==> config.mk <==
export PLATFORM = sky130hd
export DESIGN_NAME = bram_w_sched
export DESIGN_NICKNAME = d
export VERILOG_FILES = /design/src/rtl/bram_w_sched.sv
export SDC_FILE = /design/constraint.sdc
export NUM_CORES = 1
export LEC_CHECK = 0
export ABC_AREA = 1
export BUFFER_PORTS_ARGS = -buffer_cell sky130_fd_sc_hd__buf_2
export CORE_UTILIZATION = 45
export CTS_BUF_LIST = sky130_fd_sc_hd__clkbuf_2 sky130_fd_sc_hd__clkbuf_4 sky130_fd_sc_hd__clkbuf_8
export CTS_CLUSTER_DIAMETER = 50
export CTS_CLUSTER_SIZE = 16
export DETAILED_ROUTE_END_ITERATION = 8
export PLACE_DENSITY_LB_ADDON = 0.1
export SYNTH_ARGS = -nofsm -noshare
export SYNTH_HDL_FRONTEND = slang
export SYNTH_SLANG_ARGS = --single-unit
==> constraint.sdc <==
create_clock -name clk -period 4.2 [get_ports clk]
set_input_delay 0.42 -clock clk [delete_from_list [all_inputs] [get_ports clk]]
set_output_delay 0.42 -clock clk [all_outputs]
set_load 0.01 [all_outputs]
==> src/rtl/bram_w_sched.sv <==
// bram_w_sched: single-port weight BRAM scheduler (credit-FIFO burst reads, word writes); BRAM_SCHED_PERF_EN adds perf counters
module bram_w_sched #(
  parameter int DEPTH     = 4,
  parameter int LEN_W     = 16,
  parameter int MEM_WORDS = 3001
) (
  input  logic             clk,
  input  logic             rst,
  input  logic             rd_req,
  input  logic [31:0]      rd_base,
  input  logic [LEN_W-1:0] rd_len,
  output logic             rd_busy,
  output logic [31:0]      rd_data,
  output logic             rd_valid,
  input  logic             rd_ready,
  output logic             rd_done,
  input  logic             wr_valid,
  input  logic [31:0]      wr_addr,
  input  logic [31:0]      wr_data,
  output logic             wr_ready,
  output logic             bram_en,
  output logic [3:0]       bram_wen,
  output logic [31:0]      bram_addr,
  output logic [31:0]      bram_din,
  input  logic [31:0]      bram_dout
`ifdef BRAM_SCHED_PERF_EN
  ,
  output logic [31:0]      perf_rd_words,
  output logic [31:0]      perf_wr_words,
  output logic [31:0]      perf_conflict
`endif
);
  localparam int AW = $clog2(DEPTH);
  localparam int CW = AW + 1;
  typedef enum logic [1:0] {IDLE, BURST, DRAIN, DONE} state_t;
  state_t state_q, state_d;
  logic [29:0] ptr_q, ptr_d;
  logic [LEN_W-1:0] rem_q, rem_d;
  logic [CW-1:0] cnt_q, cnt_d;
  logic [AW-1:0] wp_q, rp_q;
  logic [31:0] fifo_q [DEPTH];
  logic infl_q, rr_q, rr_d;
  logic rd_elig, contest, gr_rd, gr_wr, push, pop, start;
  logic beyond_mem_unused;
  always_comb begin
    start   = state_q == IDLE && rd_req;
    rd_elig = state_q == BURST && (cnt_q + CW'(infl_q)) < CW'(DEPTH);
    contest = rd_elig && wr_valid;
    gr_rd   = rd_elig && (!wr_valid || rr_q);
    gr_wr   = wr_valid && !gr_rd;
    push    = infl_q;
    pop     = rd_valid && rd_ready;
    cnt_d   = cnt_q + CW'(push) - CW'(pop);
    ptr_d   = start ? rd_base[31:2] : ptr_q + 30'(gr_rd);
    rem_d   = start ? rd_len : rem_q - LEN_W'(gr_rd);
    rr_d    = contest ? !gr_rd : rr_q;
    state_d = state_q;
    unique case (state_q)
      IDLE:    state_d = rd_req ? (rd_len == '0 ? DONE : BURST) : IDLE;
      BURST:   state_d = gr_rd && rem_q == LEN_W'(1) ? DRAIN : BURST;
      // Leave DRAIN in the same cycle the last word is popped so rd_done follows it directly.
      DRAIN:   state_d = !infl_q && (cnt_q == '0 || (cnt_q == CW'(1) && pop)) ? DONE : DRAIN;
      default: state_d = IDLE;
    endcase
  end
  assign rd_busy   = state_q != IDLE;
  assign rd_done   = state_q == DONE;
  assign rd_valid  = cnt_q != '0;
  assign rd_data   = fifo_q[rp_q];
  assign wr_ready  = gr_wr;
  assign bram_en   = gr_rd || gr_wr;
  assign bram_wen  = {4{gr_wr}};
  assign bram_addr = gr_wr ? wr_addr : {ptr_q, 2'b00};
  assign bram_din  = wr_data;
  assign beyond_mem_unused = {2'b00, ptr_q} >= 32'(MEM_WORDS) || |rd_base[1:0];
  always_ff @(posedge clk or posedge rst)
    if (rst) begin
      state_q <= IDLE;
      ptr_q   <= '0;
      rem_q   <= '0;
      cnt_q   <= '0;
      wp_q    <= '0;
      rp_q    <= '0;
      infl_q  <= 1'b0;
      rr_q    <= 1'b1;
    end else begin
      state_q <= state_d;
      ptr_q   <= ptr_d;
      rem_q   <= rem_d;
      cnt_q   <= cnt_d;
      wp_q    <= wp_q + AW'(push);
      rp_q    <= rp_q + AW'(pop);
      infl_q  <= gr_rd;
      rr_q    <= rr_d;
    end
  always_ff @(posedge clk)
    if (push) fifo_q[wp_q] <= bram_dout;
`ifdef BRAM_SCHED_PERF_EN
  logic [31:0] prd_q, pwr_q, pcf_q;
  always_ff @(posedge clk or posedge rst)
    if (rst) begin
      prd_q <= '0;
      pwr_q <= '0;
      pcf_q <= '0;
    end else begin
      prd_q <= prd_q + 32'(pop && !(&prd_q));
      pwr_q <= pwr_q + 32'(gr_wr && !(&pwr_q));
      pcf_q <= pcf_q + 32'(contest && !(&pcf_q));
    end
  assign perf_rd_words = prd_q;
  assign perf_wr_words = pwr_q;
  assign perf_conflict = pcf_q;
`endif
endmodule

Word-level counts from Yosys, hierarchy flattened. Memories as Yosys holds them, arrays and structs flattened. Cells that the tools add are included.

Register bits after elaboration: 57. Bits in writable memories: 128. Output and inout bits: 105. Word-level logic and storage cells: 51. Memories kept: 1.

Memories: fifo_q (words 4, bits a word 32, rd ports 1, clocked after memory_dff 0, wr ports 1, RTL line 41) `logic [31:0] fifo_q [DEPTH];`.

Add/sub/neg operators: 6. Order comparisons: 1. Equality and inequality tests: 5. Mux-type cells: 10. Reduce and logical (&&, ||, !) cells: 20.

Operators by type and width (count): $mux 32 (1); $add 30x1->30 (1); $mux 30 (1); $eq 16x1->1 const B (1); $logic_not 16->1 (1); $mux 16 (1); $sub 16x1->16 (1); $logic_and 1x1->1 (9); $mux 2 (3); $pmux 2 s3 (1); $add 2x1->2 (2); $eq 2x2->1 const B (2); $add 3x1->3 (1); $eq 3x1->1 const B (1); $logic_not 1->1 (3); $logic_not 3->1 (1); $logic_or 1x1->1 (3); $lt 3x3->1 const B (1); $mux 1 (3); $reduce_bool 3->1 (1); $sub 3x1->3 (1); $eq 2x1->1 const B (1); $logic_not 2->1 (1); $reduce_bool 2->1 (1).

Depth between registers and ports, before layout. Gate-level depths: netlist of run 1.

Depth after elaboration: 7. Gate-level depth with buffers: 15. Gate-level depth less buffers: 15.

Worst setup path after synthesis of run 1. Ideal clock, no wire load.

Path kind: register -> register. Start point: register infl_q. End point: memory fifo_q[3][0] (enable). Data arrival time: 2680 ps. Data required time: 3739 ps. Path slack: 1059 ps. Stages on the path, launching flop included: 3. Buffers on the path: 0. Clock period less this slack: 3141 ps. Cell sequence: dfrtp_1 inv_1 nor3_1.

Word-level cells in the longest chain between the ends: 2.

Ends and longest elaborated chain: from (decl) (RTL line 42) `logic infl_q, rr_q, rr_d;`; from (signal assigned) (RTL line 93) `infl_q <= gr_rd;`; $mux 1 (RTL line 97) `if (push) fifo_q[wp_q] <= bram_dout;`; $mux 1 (implied by the code) (RTL line 97); to (decl) (RTL line 41).

No other way between the ends.

Worst setup path after layout of run 1.
Start point: register infl_q. End point: output bram_addr[9].

Word-level cells in the longest chain between the ends: 7.

Ends and longest elaborated chain: $add 3x1->3 (RTL line 47) `rd_elig = state_q == BURST && (cnt_q + CW'(infl_q)) < CW'(DEPTH);`; $lt 3x3->1 (RTL line 47); $logic_and 1x1->1 (RTL line 47); $logic_and 1x1->1 (RTL line 49) `gr_rd = rd_elig && (!wr_valid || rr_q);`; named net gr_rd (RTL line 43) `logic rd_elig, contest, gr_rd, gr_wr, push, pop, start;`; $logic_not 1->1 (RTL line 50) `gr_wr = wr_valid && !gr_rd;`; $logic_and 1x1->1 (RTL line 50); $mux 32 (RTL line 73) `assign bram_addr = gr_wr ? wr_addr : {ptr_q, 2'b00};`; to (decl) (RTL line 23) `output logic [31:0] bram_addr,`.

The timed path passes the listed nets, and every way through them passes these cells.

==> results of run 1 <==
==> registers in the layout, summed over array words and instances, names as in the netlist <==
signal,cells
cnt_q,3
fifo_q,128
infl_q,1
ptr_q,30
rem_q,16
rp_q,2
rr_q,1
state_q,2
wp_q,2
==> cell families (layout without fill, tap and decap cells) <==
kind of cell / Yosys count / after routing / synth area share (%)
flops: 185 / 185 / 59.2
xor+xnor: 21 / 21 / 2.15
simple gates: 507 / 507 / 22.2
compound gates: 130 / 130 / 7.91
buf+inv: 124 / 280 / 7.22
fa+ha+maj: 10 / 10 / 1.40
other cells: 0 / 2 / 0
==> through the flow <==
stage,util [%],hold slack [ns],setup WS [ns],area [um^2],power [mW]
2_1_floorplan,-,0.465,1.06,8910,4.79
3_3_place_gp,50.5,0.474,1.13,9820,5.72
3_5_place_dp,50.5,0.490,1.14,9820,5.76
4_1_cts,52.6,0.0889,0.795,10200,7.04
5_1_grt,52.6,0.124,0.623,10200,7.51
6_report,52.7,0.0931,0.905,10200,6.94
==> report_power, final <==
part / total, mW / switching (mW) / internal, mW / leakage, nW
combinational: 2.82 / 1.83 / 0.988 / 2.36
clock: 1.27 / 0.667 / 0.601 / 0.208
sequential: 2.85 / 0.349 / 2.51 / 1.85
total: 6.94 / 2.85 / 4.09 / 4.42
==> routing by layer <==
metal / GRT usage [%] / vias to the layer above
li1: - / 3474
met1: 26.8 / 3163
met2: 34.8 / 166
met3: 4.29 / 19
met4: 6.40 / 0
met5: 0 / -
==> area by class of cell <==
class	count	area (um^2)	area share, %
Antenna cell	2	5.00	0.0488
Clock buffer	17	234	2.28
Clock inverter	14	190	1.86
Inverter	54	203	1.98
Multi-Input combinational cell	668	3020	29.4
Sequential cell	185	5270	51.4
Tap cell	265	332	3.24
Timing Repair Buffer	195	996	9.72
==> worst paths after layout <==
path	startpoint	to	slack, ns	cells after the start
setup / recovery	infl_q	bram_addr[9]	0.90	10
hold / removal	rst	ptr_q[22]	0.09	2
setup reg to reg	infl_q	ptr_q[14]	1.13	12
hold reg to reg	rr_q	rr_q	0.50	2
max in group asynchronous	rst	rr_q	3.23	3
min in group clk	rd_base[29]	ptr_q[27]	0.15	3
==> cells in the final DEF (no fill, tap or decap) <==
| master | n |
|---|---|
| nand2_1 | 307 |
| buf_2 | 187 |
| nor2_1 | 164 |
| edfxtp_1 | 128 |
| o21ai_0 | 82 |
| dfrtp_1 | 55 |
| inv_1 | 47 |
| o22ai_1 | 32 |
| nand3_1 | 25 |
| clkbuf_8 | 17 |
| xor2_1 | 11 |
| ha_1 | 10 |
| xnor2_1 | 9 |
| buf_4 | 8 |
| inv_2 | 7 |
| a21oi_1 | 7 |
| a31oi_1 | 7 |
| nor3_2 | 4 |
| clkinv_4 | 3 |
| inv_6 | 3 |
| bufinv_16 | 3 |
| diode_2 | 2 |
| nor2_2 | 2 |
| clkinvlp_4 | 2 |
| nor2_4 | 1 |
| xor2_2 | 1 |
| nor3_4 | 1 |
| nand4_1 | 1 |
| nand2_4 | 1 |
| nor3_1 | 1 |
| o31ai_1 | 1 |
| a21boi_0 | 1 |
| inv_8 | 1 |
| clkinv_2 | 1 |
| clkinv_8 | 1 |
| dfrtp_2 | 1 |
| dfstp_2 | 1 |
==> flow_summary_export.csv, run 1 <==
group,metric,value,unit
worst_setup_path,cp_data_required_time,3.78,ns
synth,synth_edf_count,128,
synth,synth.largest_area_cell,"edfxtp_1",
worst_setup_path,worstSetupPathType,"flip-flop to primary output",
grt,grt_usage,20.7,%
clock_tree,ctsResizeCount,0,
clock_tree,clkSinkCount,185,
clock_tree,post_cts_buffers,0,
floorplan,design.core.area,0.0195,mm^2
pwr,leakage,4.42,nW
sta,period_share,78.5,%
synth,synth_cell_types,30,
outcome,outcome,"finished, final reports clean",
hold_path,hold_class,"input pin to asynchronous set/reset pin",
route,via_count,6822,
layout,nets,1280,
route,topRoutingLayerUsed,"met4",
clock_tree,clk_latency,0.46,ns
placed_design,dp.cells,1367,
layout,drive_gt1_share,21.6,%
clock_tree,cts_tree,"yes",
placed_design,io_buffers,187,
clock_tree,h-tree-depth,4,
clock_tree,cts-root-buf,"clkbuf_8",
sta,finalMaxSlewViolations,0,
grt,grt_pass1_wl,32000,um
worst_setup_path,startpoint_type,"flip-flop",
route,wl_per_cell,14.6,um
route,drcViolationCount,0,
floorplan,die-height,143,um
floorplan,num_rows,51,
synth,synthCells,977,
synth,syn_area_per_cell,9.12,um^2
worst_setup_path,path_cells,"ha_1 > ha_1 > xor2_2 > nor3_4 > inv_2 > nand2_4 > inv_2 > nand2_1 > nand2_1 > buf_2",
synth,async_reset_ff_share,30.8,%
pwr,peakVddDrop,0.000334,V
synth,yosys-top-cells-count,"nand2_1, nor2_1, edfxtp_1, o21ai_0, dfrtp_1",
layout,fill_cells,1834,
floorplan,die-width,143,um
route,drt-pass1-iter-count,5,
worst_setup_path,cp-end-kind,"primary output",
synth,synth_ff_type,"edfxtp_1",
route,drt-initial-drc-count,357,
route,ant_nets,0,
grt,overflow,0,
sta,fmax,303,MHz
placed_design,finalWeightedCongestion,0.857,
pwr,p_per_area,677,mW/mm^2
floorplan,initial_core_util,45.8,%
synth,synth_nets,1136,
synth,synth_area_leaders,"edfxtp_1, dfrtp_1, nand2_1, nor2_1, o21ai_0",
clock_tree,cts.clk_slew.worst_paths,0.10,ns
floorplan,ios,254,
sta,fin_skew,0.0186,ns
worst_setup_path,slowest_stage,"dfrtp_1",
sta,finalSetupTns,0,ns
sta,finalCriticalPeriod,3.30,ns
synth,syn-cell-area,0.00891,mm^2
grt,antenna_found_initial,1,
layout,area_delta_synth_final,15.0,%
placed_design,dp_hpwl,13100,um
worst_setup_path,path_delay_family,"simple AND/OR/NAND/NOR gates",
worst_setup_path,path_buf_inv,3,
sta,worst_pin_slew,1.10,ns
clock_tree,cts_buffer_depth,2,
synth,synth_top_cell_area_share,43.1,%
route,wl,20500,um
sta,finalHoldViolCount,0,
synth,yosysMostFrequentCell,"nand2_1",
floorplan,fp.dieArea,0.0204,mm^2
sta,max-slew-margin-rel,26.3,%
route,dr_wl_met3,1040,um
clock_tree,cts_made_buffers,17,
run,cap_violations,0,
sta,rsz0062_at_grt,"false",
route,wl_met1,9330,um
grt,grt_pass1_vias,6449,
layout,fin_cells,1400,
route,viasPerCell,4.87,
worst_setup_path,slowest_delay,0.41,ns
worst_setup_path,worstPathArrival,2.88,ns
clock_tree,cts_hold_buf,0,
route,wl_met2,9820,um
synth,ys_seq_elements,185,
synth,ys_seq_area_share,59.2,%
synth,yosys_warnings,0,
grt,grt_max_degree,66,
sta,setup_violations,0,
worst_setup_path,cp_max_fo,35,
Power figures use the tool's default switching activity.
==> inputs of run 2 (changes only) <==
clock period = 3.1 ns   (was 4.2 ns; I/O delays follow)
==> run 2 against run 1 <==
Effect of this change:
- sequential share of layout area shrank 0.19 points
- via count grew 1.1%
- flip-flop and latch count is the same
- register-to-register slack lost 0.64 ns
- die area is the same
- non-clock buffer count grew 9
- power grew 35%
- core utilization grew 0.19 points
- clock power grew 25%
- critical endpoint unchanged
==> flow_summary_export.csv, run 2 (same netlist as run 1, synthesis figures left out) <==
group,metric,value,unit
layout,final_common_cell,"nand2_1",
pwr,leakage,4.46,nW
route,wl_per_cell,14.6,um
sta,finalCriticalPeriod,2.83,ns
floorplan,num_rows,51,
layout,largest_reg_flops,128,
clock_tree,cts.clk_slew.worst_paths,0.11,ns
clock_tree,clk_latency,0.47,ns
route,wl_met2,9870,um
worst_setup_path,cp-end-kind,"primary output",
clock_tree,post_cts_buffers,0,
route,dr_wl_met3,966,um
worst_setup_path,rr_startpoint,"infl_q",
sta,period_share,91.3,%
layout,largestRegisters,"fifo_q x128, ptr_q x30, rem_q x16",
route,drcViolationCount,0,
hold_path,holdPathStages,3,
clock_tree,cts-root-buf,"clkbuf_8",
route,drt-pass1-iter-count,5,
sta,rsz0062_at_grt,"false",
layout,drive_gt1_share,22.2,%
clock_tree,clkSinkCount,185,
worst_setup_path,path_buf_inv,4,
sta,timing.hold.ws,0.0390,ns
worst_setup_path,slowest_stage,"dfrtp_1",
hold_path,hp-start,"rd_base[29]",
worst_setup_path,startpoint_type,"flip-flop",
sta,max-slew-margin-rel,40.6,%
floorplan,ios,254,
sta,fin_skew,0.0203,ns
route,wl,20500,um
worst_setup_path,cp_max_fo,35,
sta,finalHoldViolCount,0,
grt,grt_max_degree,66,
route,via_count,6900,
sta,worst_pin_slew,0.890,ns
route,topRoutingLayerUsed,"met4",
worst_setup_path,cp_data_required_time,2.79,ns
sta,setup_violations,0,
pwr,total_power,9.35,mW
outcome,outcome,"finished, final reports clean",
run,cap_violations,0,
route,ant_nets,0,
worst_setup_path,worst-r2r-setup-slack,0.49,ns
pwr,peakVddDrop,0.000431,V
grt,grt_usage,20.9,%
worst_setup_path,r2r-end,"ptr_q[14]",
layout,layout_common_cells,"nand2_1, buf_2, nor2_1",
route,drt-initial-drc-count,286,
worst_setup_path,worstSetupPathType,"flip-flop to primary output",
layout,fill_cells,1878,
grt,grt_pass1_vias,6388,
sta,fmax,353,MHz
grt,overflow,0,
sta,finalSetupTns,0,ns
clock_tree,cts_tree,"yes",
layout,largest_register,"fifo_q",
placed_design,dp_hpwl,13600,um
floorplan,die-width,143,um
clock_tree,cts_buffer_depth,2,
worst_setup_path,slowest_delay,0.41,ns
layout,design_area,0.0103,mm^2
worst_setup_path,path_delay_family,"buffers and inverters",
placed_design,io_buffers,187,
floorplan,design.core.area,0.0195,mm^2
sta,finalMaxSlewViolations,0,
floorplan,die-height,143,um
floorplan,fp.dieArea,0.0204,mm^2
worst_setup_path,worstPathArrival,2.52,ns
clock_tree,cts_made_buffers,17,
grt,grt_pass1_wl,32300,um
pwr,p_per_area,909,mW/mm^2
hold_path,whs_endpoint,"ptr_q[27]",
clock_tree,h-tree-depth,4,
route,wl_met1,9440,um
floorplan,initial_core_util,45.8,%
placed_design,finalWeightedCongestion,0.873,
route,viasPerCell,4.90,
worst_setup_path,path_cells,"ha_1 > ha_1 > xor2_2 > nor3_4 > buf_4 > inv_2 > nand2_4 > inv_4 > nand2_1 > nand2_1 > buf_2",
grt,antenna_found_initial,1,
placed_design,dpl-instance-area,0.00988,mm^2
worst_setup_path,r2r_cells,12,
hold_path,hold_class,"input pin to flip-flop",
layout,area_delta_synth_final,15.4,%
layout,nets,1289,
==> run 2: cell count changes in the layout (fill, tap and decap cells not counted), moves of 2 or more <==
cell,delta
inv_6,+2
inv_8,+4
clkinvlp_4,-2
clkinv_4,-2
bufinv_16,-3
buf_4,+7
==> run 2: area by class of cell <==
cell class              count  area, um^2  share of cell area [%]
clock buffers              18         241                    2.35
multi-input cells         668        3020                    29.3
well taps                 265         332                    3.22
clock inverters            14         146                    1.42
flip-flops and latches    185        5270                    51.3
diodes                      1        2.50                  0.0243
repair buffers            204        1070                    10.4
inverters                  54         205                    1.99
==> run 2: timing repair <==
action | in CTS | in global routing
endpoints found under the setup margin | 0 | 30
hold endpoints to repair | 31 | 0
gates resized for setup | 0 | 3
hold buffers | 1 | 0
==> run 2: worst max path at each step <==
stage / startpoint / endpoint / slack (ns) / cells past startpoint
3_5_place_dp: infl_q / ptr_q[14] / 0.49 / 12
6_report: infl_q / bram_addr[9] / 0.27 / 11
4_1_cts: infl_q / bram_addr[9] / 0.03 / 11
3_3_place_gp: infl_q / ptr_q[14] / 0.52 / 12
5_1_grt: infl_q / bram_addr[9] / 0.07 / 11
2_1_floorplan: infl_q / fifo_q[3][0] / -0.04 / 2
==> run 2: layer usage <==
layer	GRT usage, %	vias to the layer above
met2	35.2	179
met5	0	-
met1	27.5	3204
met4	6.45	0
met3	3.59	26
li1	-	3491
==> run 2: through the flow <==
step | util, % | std cells | setup WS, ns
after global routing | 52.8 | 1408 | 0.0724
final | 52.9 | 1409 | 0.270
after detailed placement | 50.8 | 1375 | 0.494
after floorplan | - | 977 | -0.0412
after CTS | 52.8 | 1408 | 0.0329
after global placement | 50.8 | 1375 | 0.522
==> run 2: power breakdown <==
group / internal [mW] / leakage (nW) / switching [mW] / total [mW]
Combinational: 1.40 / 2.41 / 2.48 / 3.88
Sequential: 3.39 / 1.85 / 0.486 / 3.88
Clock: 0.617 / 0.202 / 0.970 / 1.59
==> run 2: tightest hold or removal path, delay by kind of cell <==
family	cells	cell delay [ns]
simple gates	2	0.09
buf+inv	1	0.07
==> inputs of run 3 (changes only) <==
CTS_BUF_LIST = sky130_fd_sc_hd__clkbuf_4   (was sky130_fd_sc_hd__clkbuf_2 sky130_fd_sc_hd__clkbuf_4 sky130_fd_sc_hd__clkbuf_8)
PLACE_DENSITY = 0.76   (was unset)
PLACE_DENSITY_LB_ADDON = unset   (was 0.1)
==> run 3 against run 2 <==
Effect of this change:
- hold slack better by 0.047 ns
- cell area rose by 6.7%
- sequential power hardly changed
- flip-flop and latch count is the same
- critical endpoint is now bram_addr[13]
- core utilization rose by 3.6 points
- critical path depth unchanged
==> flow_summary_export.csv, run 3 (same netlist as run 1, synthesis figures left out) <==
group,metric,value,unit
worst_setup_path,cp_data_required_time,2.79,ns
grt,grt_pass1_vias,6972,
pwr,p_per_area,844,mW/mm^2
worst_setup_path,worstSetupPathType,"flip-flop to primary output",
sta,period_share,94.3,%
placed_design,dp_hpwl,13700,um
layout,nets,1365,
grt,antenna_found_initial,1,
clock_tree,clk_latency,0.56,ns
worst_setup_path,slowest_delay,0.43,ns
hold_path,hold_class,"input pin to flip-flop",
clock_tree,cts-root-buf,"clkbuf_4",
layout,drive_gt1_share,20.4,%
hold_path,hp-start,"rd_len[14]",
sta,fmax,342,MHz
worst_setup_path,worst-r2r-setup-slack,0.42,ns
route,drt-initial-drc-count,316,
worst_setup_path,startpoint_type,"flip-flop",
layout,fill_cells,1650,
layout,largestRegisters,"fifo_q x128, ptr_q x30, rem_q x16",
floorplan,fp.dieArea,0.0204,mm^2
worst_setup_path,crit_path_end,"bram_addr[13]",
layout,largest_reg_flops,128,
grt,grt_usage,21.3,%
route,wl_per_cell,14.3,um
placed_design,finalWeightedCongestion,0.881,
sta,finalCriticalPeriod,2.92,ns
layout,final_common_cell,"nand2_1",
clock_tree,clkSinkCount,185,
route,via_count,7271,
route,viasPerCell,4.90,
sta,max-slew-margin-rel,43.7,%
layout,design_area,0.0110,mm^2
outcome,outcome,"finished, final reports clean",
sta,rsz0062_at_grt,"false",
grt,overflow,0,
grt,grt_max_degree,66,
floorplan,ios,254,
route,ant_nets,0,
clock_tree,post_cts_buffers,0,
floorplan,die-width,143,um
layout,layout_common_cells,"nand2_1, buf_2, nor2_1",
floorplan,design.core.area,0.0195,mm^2
worst_setup_path,cp-end-kind,"primary output",
pwr,leakage,4.73,nW
route,wl,21200,um
worst_setup_path,path_depth,11,
layout,largest_register,"fifo_q",
worst_setup_path,r2r_cells,12,
worst_setup_path,path_delay_family,"buffers and inverters",
run,cap_violations,0,
route,drt-pass1-iter-count,5,
route,drcViolationCount,0,
worst_setup_path,startpoint,"infl_q",
sta,worst_slack,0.177,ns
worst_setup_path,rr_startpoint,"infl_q",
placed_design,dpl_worst_slack,0.412,ns
floorplan,num_rows,51,
clock_tree,h-tree-depth,4,
grt,grt_pass1_wl,33400,um
sta,finalHoldViolCount,0,
clock_tree,cts_buffer_depth,2,
worst_setup_path,worstPathArrival,2.61,ns
sta,setup_violations,0,
clock_tree,cts.clk_slew.worst_paths,0.15,ns
worst_setup_path,slowest_stage,"dfrtp_1",
placed_design,io_buffers,187,
floorplan,die-height,143,um
worst_setup_path,path_buf_inv,4,
floorplan,initial_core_util,45.8,%
sta,finalMaxSlewViolations,0,
sta,fin_skew,0.0255,ns
placed_design,dpl-instance-area,0.00986,mm^2
worst_setup_path,path_cells,"ha_1 > ha_1 > xor2_2 > nor3_4 > buf_4 > inv_2 > nand2_4 > buf_8 > nand2_1 > nand2_1 > buf_2",
worst_setup_path,cp_max_fo,32,
sta,worst_pin_slew,0.843,ns
clock_tree,cts_tree,"yes",
clock_tree,cts_made_buffers,17,
pwr,peakVddDrop,0.000431,V
layout,area_delta_synth_final,23.2,%
worst_setup_path,r2r-end,"ptr_q[14]",
[run 3: cell types whose count changed in the layout (fill, tap and decap cells not counted), moves of 3 or more]
cell and delta:
dlygate4sd3_1 +78, clkbuf_4 +17, clkbuf_8 -17, inv_8 -5, bufinv_16 +3, clkinv_4 +3, inv_6 -3
[run 3: worst register-to-register path, delay by kind of cell (launching register included)]
family,cells,cell delay (ns)
adders and majority gates,4,0.93
and+or+nand+nor,6,0.89
DFF,1,0.43
xor gates and xnor gates,2,0.36
[run 3: per-stage QoR]
stage	hold WS (ns)	std cells	setup TNS, ns	utilization, %	power [mW]
after floorplan	0.409	977	-4.19	-	6.49
final	0.0860	1484	0	56.4	9.26
after detailed placement	0.444	1373	0	50.7	7.83
after CTS	0.0116	1483	0	56.4	9.32
after global routing	0.0411	1484	0	56.4	10.0
after global placement	0.431	1373	0	50.7	7.73
[run 3: how the worst min path moves through the flow]
stage / to / slack, ns / cells past startpoint
after global placement: wp_q[1] / 0.43 / 2
after global routing: rem_q[14] / 0.04 / 3
after detailed placement: cnt_q[0] / 0.44 / 2
after CTS: rem_q[14] / 0.01 / 3
final: rem_q[14] / 0.09 / 3
after floorplan: fifo_q[0][0] / 0.41 / 0
[run 3: report_power, final]
group / switching [mW] / internal, mW / total, mW
clock: 0.825 / 0.573 / 1.40
combinational: 2.54 / 1.45 / 4.00
sequential: 0.479 / 3.39 / 3.87
total: 3.85 / 5.42 / 9.26
[run 3: routing by layer]
metal	wire length [um]	part of all wire (%)	global-route usage (%)	vias to the layer above
li1	-	-	-	3644
met2	10900	51	38.6	229
met5	0	0	0	-
met1	8870	42	25.4	3374
met3	1140	5.4	3.99	24
met4	328	1.5	7.24	0
[run 3: area by class of cell]
| class | count | area, um^2 | share of cell area [%] |
|---|---|---|---|
| Multi-Input combinational cell | 668 | 3020 | 27.5 |
| Timing Repair Buffer | 280 | 1840 | 16.8 |
| Clock buffer | 18 | 135 | 1.23 |
| Inverter | 54 | 208 | 1.89 |
| Sequential cell | 185 | 5270 | 48.0 |
| Clock inverter | 13 | 174 | 1.58 |
| Tap cell | 265 | 332 | 3.02 |
| Antenna cell | 1 | 2.50 | 0.0228 |
[run 3: what timing repair did]
action                                  in CTS  in global routing
pin swaps                                    0                  0
gates resized for setup                      2                  2
hold buffers                                79                  0
endpoints found under the setup margin      11                  8
hold endpoints to repair                   199                  0
